<file path="src/rtl/t06_lcd_refresh_ctrl.sv">
// HD44780 16x2 refresh controller: power-up wait, init command sequence, then continuous
// two-row streaming. Build macro T06_LCD_SKIP_SAME_EN suppresses resending unchanged frames.
`timescale 1ns/1ps
module t06_lcd_refresh_ctrl #(
  parameter int unsigned POWERUP_CYC = 4000000,
  parameter int unsigned E_PULSE_CYC = 20,
  parameter int unsigned CMD_CYC     = 2000,
  parameter int unsigned CLEAR_CYC   = 80000
) (
  input  logic         clk,
  input  logic         nrst,
  input  logic         en,
  input  logic [127:0] row_top,
  input  logic [127:0] row_bot,
  output logic         lcd_rs,
  output logic         lcd_rw,
  output logic         lcd_en,
  output logic [7:0]   lcd_data,
  output logic         busy,
  output logic         frame_done
);

  localparam int unsigned MaxA   = (POWERUP_CYC > E_PULSE_CYC) ? POWERUP_CYC : E_PULSE_CYC;
  localparam int unsigned MaxB   = (CMD_CYC > CLEAR_CYC) ? CMD_CYC : CLEAR_CYC;
  localparam int unsigned MaxCyc = (MaxA > MaxB) ? MaxA : MaxB;
  localparam int unsigned CntW   = $clog2(MaxCyc) + 1;

  localparam logic [CntW-1:0] PwrupLast = CntW'(POWERUP_CYC - 1);
  localparam logic [CntW-1:0] PulseLast = CntW'(E_PULSE_CYC - 1);
  localparam logic [CntW-1:0] CmdLast   = CntW'(CMD_CYC - 1);
  localparam logic [CntW-1:0] ClearLast = CntW'(CLEAR_CYC - 1);

  typedef enum logic [1:0] {StPwrup, StInit, StFrame, StIdle} state_e;
  typedef enum logic [2:0] {PhSetup, PhPulse, PhWait, PhSkip, PhDone} phase_e;

  state_e          r_state;
  phase_e          r_phase;
  logic [CntW-1:0] r_cnt;
  logic [5:0]      r_idx;
  logic [127:0]    r_snap_top;
  logic [127:0]    r_snap_bot;

  logic [5:0]      w_next_idx;
  logic [7:0]      w_next_byte;
  logic            w_next_rs;
  logic            w_last_byte;
  logic [CntW-1:0] w_wait_last;
  logic [3:0]      w_col;
  logic [127:0]    w_top_sh;
  logic [127:0]    w_bot_sh;
  logic            w_enter;

  assign lcd_rw      = 1'b0;
  assign w_next_idx  = r_idx + 6'd1;
  // Only the clear command (rs=0) gets the long wait; character 8'h01 does not.
  assign w_wait_last = (!lcd_rs && lcd_data == 8'h01) ? ClearLast : CmdLast;
  assign w_last_byte = (r_state == StInit) ? (r_idx == 6'd3) : (r_idx == 6'd33);
  assign w_col       = (w_next_idx < 6'd17) ? 4'(w_next_idx - 6'd1) : 4'(w_next_idx - 6'd18);
  // Shifting column c to the top byte avoids a variable part-select.
  assign w_top_sh    = r_snap_top << {w_col, 3'b000};
  assign w_bot_sh    = r_snap_bot << {w_col, 3'b000};

  always_comb begin
    w_next_byte = 8'h00;
    w_next_rs   = 1'b0;
    if (r_state == StInit) begin
      case (w_next_idx[1:0])
        2'd1:    w_next_byte = 8'h0C;
        2'd2:    w_next_byte = 8'h06;
        default: w_next_byte = 8'h01;
      endcase
    end else if (w_next_idx == 6'd17) begin
      w_next_byte = 8'hC0;
    end else if (w_next_idx < 6'd17) begin
      w_next_rs   = 1'b1;
      w_next_byte = w_top_sh[127:120];
    end else begin
      w_next_rs   = 1'b1;
      w_next_byte = w_bot_sh[127:120];
    end
  end

  assign w_enter = en && ((r_state == StIdle) ||
                          (r_state == StFrame && r_phase == PhDone) ||
                          (r_state == StInit && r_phase == PhWait &&
                           r_cnt == w_wait_last && w_last_byte));

`ifdef T06_LCD_SKIP_SAME_EN
  logic r_first;
  logic w_same;
  assign w_same = (row_top == r_snap_top) && (row_bot == r_snap_bot);
`endif

  always_ff @(posedge clk or negedge nrst) begin
    if (!nrst) begin
      r_state    <= StPwrup;
      r_phase    <= PhSetup;
      r_cnt      <= '0;
      r_idx      <= '0;
      r_snap_top <= '0;
      r_snap_bot <= '0;
      lcd_rs     <= 1'b0;
      lcd_en     <= 1'b0;
      lcd_data   <= '0;
      busy       <= 1'b0;
      frame_done <= 1'b0;
`ifdef T06_LCD_SKIP_SAME_EN
      r_first    <= 1'b0;
`endif
    end else begin
      frame_done <= 1'b0;
      case (r_state)
        StPwrup: begin
          busy  <= 1'b1;
          r_cnt <= r_cnt + CntW'(1);
          if (r_cnt == PwrupLast) begin
            r_state  <= StInit;
            r_phase  <= PhSetup;
            r_cnt    <= '0;
            r_idx    <= '0;
            lcd_rs   <= 1'b0;
            lcd_data <= 8'h38;
`ifdef T06_LCD_SKIP_SAME_EN
            r_first  <= 1'b1;
`endif
          end
        end
        StInit, StFrame: begin
          case (r_phase)
            PhSetup: begin
              lcd_en  <= 1'b1;
              r_phase <= PhPulse;
              r_cnt   <= '0;
            end
            PhPulse: begin
              r_cnt <= r_cnt + CntW'(1);
              if (r_cnt == PulseLast) begin
                lcd_en  <= 1'b0;
                r_phase <= PhWait;
                r_cnt   <= '0;
              end
            end
            PhWait: begin
              r_cnt <= r_cnt + CntW'(1);
              if (r_cnt == w_wait_last) begin
                r_cnt <= '0;
                if (!w_last_byte) begin
                  r_idx    <= w_next_idx;
                  lcd_rs   <= w_next_rs;
                  lcd_data <= w_next_byte;
                  r_phase  <= PhSetup;
                end else if (r_state == StInit) begin
                  r_state <= StIdle;
                  busy    <= 1'b0;
                end else begin
                  r_phase    <= PhDone;
                  frame_done <= 1'b1;
                end
              end
            end
            PhSkip: begin
              r_phase    <= PhDone;
              frame_done <= 1'b1;
            end
            PhDone: begin
              r_state <= StIdle;
              busy    <= 1'b0;
            end
            default: r_phase <= PhSetup;
          endcase
        end
        default: ;
      endcase

      // Frame entry overrides the fall-through to IDLE chosen above.
      if (w_enter) begin
        r_state    <= StFrame;
        busy       <= 1'b1;
        r_cnt      <= '0;
        r_idx      <= '0;
        r_snap_top <= row_top;
        r_snap_bot <= row_bot;
`ifdef T06_LCD_SKIP_SAME_EN
        r_first    <= 1'b0;
        if (!r_first && w_same) begin
          r_phase <= PhSkip;
        end else begin
          r_phase  <= PhSetup;
          lcd_rs   <= 1'b0;
          lcd_data <= 8'h80;
        end
`else
        r_phase    <= PhSetup;
        lcd_rs     <= 1'b0;
        lcd_data   <= 8'h80;
`endif
      end
    end
  end

endmodule

</file>
<file path="config.mk">
export PLATFORM = sky130hd
export DESIGN_NAME = t06_lcd_refresh_ctrl
export DESIGN_NICKNAME = d
export VERILOG_FILES = /design/src/rtl/t06_lcd_refresh_ctrl.sv
export SDC_FILE = /design/constraint.sdc
export NUM_CORES = 1
export LEC_CHECK = 0
export CAP_MARGIN = 20
export CORE_MARGIN = 10
export CORE_UTILIZATION = 57
export DETAILED_ROUTE_END_ITERATION = 6
export PLACE_DENSITY = 0.86
export SLEW_MARGIN = 40
export SYNTH_ARGS = -nofsm -noshare
export SYNTH_HDL_FRONTEND = slang
export SYNTH_SLANG_ARGS = --single-unit
</file>
<file path="constraint.sdc">
create_clock -name clk -period 8.1 [get_ports clk]
set_clock_uncertainty 0.1 [all_clocks]
set_input_delay 1.62 -clock clk [delete_from_list [all_inputs] [get_ports clk]]
set_output_delay 1.62 -clock clk [all_outputs]
set_load 0.02 [all_outputs]
</file>
## Word level (Yosys, flattened, before mapping)

Index checks and enable logic that the tools add are counted.

- Bits in registers: 302
- Input bits: 259
- Word-level logic and storage cells: 128

- Add/subtract/negate cells: 4
- $lt $le $gt $ge: 1
- Equality and inequality tests: 29
- Shift operators: 2
- Multiplexer cells: 61
- Reduce and logical (&&, ||, !) cells: 20

Operators with widths:

| kind | count |
|---|---|
| << shifter 128 x 7 -> 128 bit | 2 |
| two-way mux 23 bit | 4 |
| one-hot mux 23 bit (3 select lines) | 1 |
| two-way mux 8 bit | 8 |
| one-hot mux 23 bit (2 select lines) | 1 |
| two-way mux 6 bit | 5 |
| adder 23 x 1 -> 23 bit (second input constant) | 1 |
| equality test 23 x 17 -> 1 bit | 1 |
| equality test 23 x 22 -> 1 bit (second input constant) | 1 |
| equality test 23 x 5 -> 1 bit (second input constant) | 1 |
| != test 4 bit (second input constant) | 5 |
| two-way mux 3 bit | 6 |
| two-way mux 1 bit | 17 |
| two-way mux 17 bit | 1 |
| one-hot mux 8 bit (2 select lines) | 1 |
| != test 3 bit (second input constant) | 5 |
| one-hot mux 3 bit (5 select lines) | 1 |
| one-hot mux 6 bit (2 select lines) | 1 |
| AND reduction 6 bit | 2 |
| two-way mux 2 bit | 5 |
| one-hot mux 1 bit (2 select lines) | 5 |
| AND reduction 5 bit | 2 |
| equality test 8 x 1 -> 1 bit (second input constant) | 1 |
| one-hot mux 2 bit (2 select lines) | 2 |
| 28 further kinds | 38 |

## Longest topological paths before layout

- Depth after elaboration: 12
- Depth in mapped cells: 15
- Depth with buffers taken out: 12

## Worst setup path after synthesis

OpenSTA, ideal clock, no wires.

- Path kind: register to register
- Start: register r_idx[0]
- End: register lcd_data[0]
- Library setup time: 0.121 ns
- Arrival time: 3.539 ns
- Slack: 4.340 ns
- Stages on the path, launching flop included: 15
- Period minus slack after synthesis: 3.760 ns
- Cells stage by stage: dfrtp_1 > clkbuf_1 > clkinv_1 > clkbuf_1 > ha_1 > clkbuf_1 > inv_2 > ha_1 > inv_1 > o31ai_1 > clkbuf_1 > nand2_1 > a2111oi_0 > o221ai_1 > a22o_1

- Word-level cells in the longest chain between the ends: 12

Ends and longest elaborated chain:

| what | line | source |
|---|---|---|
| start, declared | 39 | `logic [5:0] r_idx;` |
| start signal, assigned | 148 | `r_idx <= w_next_idx;` |
| adder 6 x 1 -> 6 bit | 54 | `assign w_next_idx = r_idx + 6'd1;` |
| less-than comparator 6 x 5 -> 1 bit, or another cell as far along | 58, 74 |  |
| two-way mux 4 bit | 58 | `assign w_col = (w_next_idx < 6'd17) ? 4'(w_next_idx - 6'd1) : 4'(w_next_idx - 6'd18);` |
| << shifter 128 x 7 -> 128 bit (on tied branches) | 61, 60 |  |
| two-way mux 8 bit | 74 | `end else if (w_next_idx < 6'd17) begin` |
| two-way mux 8 bit | 72 | `end else if (w_next_idx == 6'd17) begin` |
| two-way mux 8 bit | 66 | `if (r_state == StInit) begin` |
| two-way mux 8 bit | 147 | `if (!w_last_byte) begin` |
| two-way mux 8 bit | 145 | `if (r_cnt == w_wait_last) begin` |
| two-way mux 8 bit | 129 | `case (r_phase)` |
| one-hot mux 8 bit (2 select lines) | 112 | `case (r_state)` |
| two-way mux 8 bit | 176 | `if (w_enter) begin` |
| end signal, assigned | 150 | `lcd_data <= w_next_byte;` |
| end, declared | 18 | `output logic [7:0] lcd_data,` |

Parallel ways exist; a longest one is shown, timed or not. The select of a mux whose other input is x is not followed.
A chain may end at the register's enable or synchronous reset.

## Final worst setup path

Ends and elaborated chain as after synthesis.

==> results.sh <==
export IMPL_cp_required_ns=8.42
export IMPL_io_buffer_count=270
export IMPL_cts_tree="done"
export IMPL_avgSynthCellArea_um2=8.48
export IMPL_clk_insertion_delay_late_ns=0.52
export IMPL_wl_um=52400
export IMPL_hold_buffers=0
export IMPL_drtIter0Drc=1821
export IMPL_coreArea_um2=26000
export IMPL_hold_viol_final=0
export IMPL_synth_xor_area_share_pct=0.991
export IMPL_start_util_pct=57.8
export IMPL_wl_per_cell_um=22.3
export IMPL_status="finished clean"
export IMPL_slew_headroom_pct=33.2
export IMPL_grt_pass1_wl_um=81600
export IMPL_clkSinkCount=302
export IMPL_grt_overflow=0
export IMPL_combPwrFrac_pct=5.0
export IMPL_layout_drive_gt1_share_pct=6.61
export IMPL_p_seq_share_pct=45.2
export IMPL_total_power_mw=3.33
export IMPL_fin_nets=2257
export IMPL_cts_buffers=34
export IMPL_grt_max_degree=146
export IMPL_cp_max_fo=54
export IMPL_synth_top_area_share_pct=50.3
export IMPL_p_sw_mw=0.690
export IMPL_leakagePower_nw=9.43
export IMPL_r2r_start="r_idx[0]$_DFFE_PN0P_"
export IMPL_internal_power_mw=2.64
export IMPL_root_buffer="clkbuf_16"
export IMPL_grt_pass1_vias=14600
export IMPL_htreeDepth=2
export IMPL_yosysTopAreaCell="dfrtp_1"
export IMPL_pre_cts_ws_ns=3.37
export IMPL_syn_area_um2=15000
export IMPL_reg2reg_depth=11
export IMPL_period_share_pct=60.2
export IMPL_start_kind="flop"
export IMPL_power_density_nw_per_um2=175
export IMPL_cts_resized=0
export IMPL_drc_errors=0
export IMPL_tns_ns=0
export IMPL_ys_warn_count=0
export IMPL_pwr_share_clk_pct=49.8
export IMPL_syn_inst=1772
export IMPL_drt_antenna_violating_nets=0
export IMPL_ys_types=85
export IMPL_drv_slew=0
export IMPL_layout_commonest_cell="nand2_1"
export IMPL_fp_row_count=59
export IMPL_fmax_ghz=0.205
export IMPL_ys_seq_area_share_pct=50.3
export IMPL_synthTopCellsByArea="dfrtp_1, nand2_1, mux4_2, nor2_1, a21oi_1"
export IMPL_synthArstFlopShare_pct=100
export IMPL_ys_ff_latch=302
export IMPL_cp_arrival_ns=5.19
export IMPL_synth_compound_area_share_pct=9.84
export IMPL_rr_endpoint="lcd_data[0]$_DFFE_PN0P_"
export IMPL_startpoint="r_idx[0]$_DFFE_PN0P_"
export IMPL_maxCapViolations=0
export IMPL_fp_dieH_um=182
export IMPL_area_delta_synth_final_pct=27.0
export IMPL_synth_ff_type="dfrtp_1"
export IMPL_switching_share_pct=20.7
export IMPL_rsz0062_at_grt="false"
export IMPL_synth_simple_area_share_pct=29.1
export IMPL_syn_nets=2042
export IMPL_vdd_drop_max_mv=0.204
export IMPL_clkSlewWorstSetupHoldPaths_ns=0.07
export IMPL_routed_via_density=6.05
export IMPL_synth_edf_count=0
export IMPL_clk_path_buf_depth=3
export IMPL_synth_top_family_by_area="simple AND/OR/NAND/NOR gates"
export IMPL_synth_area_mux_share_pct=4.56
export IMPL_dr_total_vias=14200
export IMPL_design_area_um2=19100
export IMPL_io_pins=272
export IMPL_worst_slack_ns=3.23
export IMPL_worst_slew_pin_slew_ns=0.994
export IMPL_finalSetupViolCount=0
export IMPL_ff2ff_setup_slack_ns=3.23
export IMPL_path_class="flop to flop"
export IMPL_antenna_found_initial=0
export IMPL_drt_pass1_iterations=7
export IMPL_final_cell_mix="nand2_1, dfrtp_1, clkdlybuf4s50_1, nor2_1, a21oi_1"
export IMPL_hpwl_um=37600
export IMPL_synthAdderAreaFrac_pct=0.916
export IMPL_grtUsageTotal_pct=31.0
export IMPL_die_w_um=182
export IMPL_dieArea_um2=33300
export IMPL_min_period_ns=4.87
export IMPL_hp_class="flop to flop"
export IMPL_endpoint_kind="flop"
export IMPL_gp_congestion=0.991
export IMPL_placed_area_um2=17900
export IMPL_post_cts_repair_setup_buffers=0
export IMPL_endpoint="lcd_data[0]$_DFFE_PN0P_"
-- power by group through the flow --
stage | Clock [mW] | Sequential (mW) | Combinational, mW
2_1_floorplan | 0 | 1.54 | 0.00219
3_3_place_gp | 0 | 1.54 | 0.163
3_5_place_dp | 0 | 1.54 | 0.166
4_1_cts | 1.67 | 1.51 | 0.168
5_1_grt | 1.73 | 1.51 | 0.178
6_report | 1.66 | 1.51 | 0.166
-- flip-flops by register name, indices dropped and copies added, names as in the netlist --
| name | count |
|---|---|
| r_snap_bot | 128 |
| r_snap_top | 128 |
| r_cnt | 23 |
| lcd_data | 8 |
| r_idx | 6 |
| r_phase | 3 |
| r_state | 2 |
| busy | 1 |
| frame_done | 1 |
| lcd_en | 1 |
| lcd_rs | 1 |
-- critical path, stage by stage (launching register included) --
cell and delay, ns:
dfrtp_4 0.67, buf_4 0.61, ha_1 0.50, nand3_1 0.22, o21ai_0 0.45, nand2_2 0.45
buf_4 0.45, nor3_1 0.22, a21oi_1 0.06, a2111oi_0 0.56, o221ai_1 0.20, a22o_1 0.21
-- layer usage --
layer | routed length, um | share of wire (%) | GRT usage [%]
met5 | 0 | 0 | 0
met4 | 2610 | 5.0 | 14.5
met3 | 5080 | 9.7 | 8.29
met2 | 25500 | 49 | 52.3
met1 | 19200 | 37 | 36.1
-- cell usage after synthesis (12+ instances only) --
master and count:
nand3_1 33, mux2i_1 20, mux4_2 19, a211oi_1 12, a21oi_1 47, buf_2 38, nor2_1 65, dfrtp_1 302
o21ai_0 42, and3_1 13, o31ai_1 13, buf_4 22, inv_1 13, nor3_1 34, clkbuf_1 42, nand2_1 845
-- how the worst min path moves through the flow --
stage,from,endpoint,cells after the start
3_5_place_dp,r_snap_top[63]$_DFFE_PN0N_,r_snap_top[63]$_DFFE_PN0N_,2
3_3_place_gp,r_snap_bot[50]$_DFFE_PN0N_,r_snap_bot[50]$_DFFE_PN0N_,2
6_report,r_snap_top[57]$_DFFE_PN0N_,r_snap_top[57]$_DFFE_PN0N_,2
2_1_floorplan,r_snap_bot[54]$_DFFE_PN0N_,r_snap_bot[54]$_DFFE_PN0N_,2
4_1_cts,r_snap_top[57]$_DFFE_PN0N_,r_snap_top[57]$_DFFE_PN0N_,2
5_1_grt,r_snap_bot[59]$_DFFE_PN0N_,r_snap_bot[59]$_DFFE_PN0N_,2
-- logic make-up after synthesis --
logic type / Yosys count
DFF: 302
and+or+nand+nor: 1060
muxes: 44
xor gates and xnor gates: 17
buffers and inverters: 124
AOI/OAI and AO/OA: 213
adders and majority gates: 11
other: 1
-- layout make-up --
| type | count | area, um^2 |
|---|---|---|
| flip-flops and latches | 302 | 7560 |
| fillers | 1914 | 6910 |
| multi-input cells | 1346 | 6890 |
| repair buffers | 288 | 2940 |
| clock buffers | 48 | 995 |
| well taps | 335 | 419 |
| clock inverters | 12 | 219 |
| inverters | 15 | 56.3 |
| diodes | 1 | 2.50 |
-- through the flow --
| stage | utilization [%] | cells | hold WS (ns) |
|---|---|---|---|
| floorplan | - | 1772 | 0.331 |
| finish | 73.4 | 2347 | 0.369 |
| CTS | 73.4 | 2346 | 0.368 |
| global route | 73.4 | 2346 | 0.385 |
| global placement | 68.3 | 2283 | 0.346 |
| detailed placement | 68.7 | 2286 | 0.354 |
Note: power is estimated with default switching activity, not from simulation.
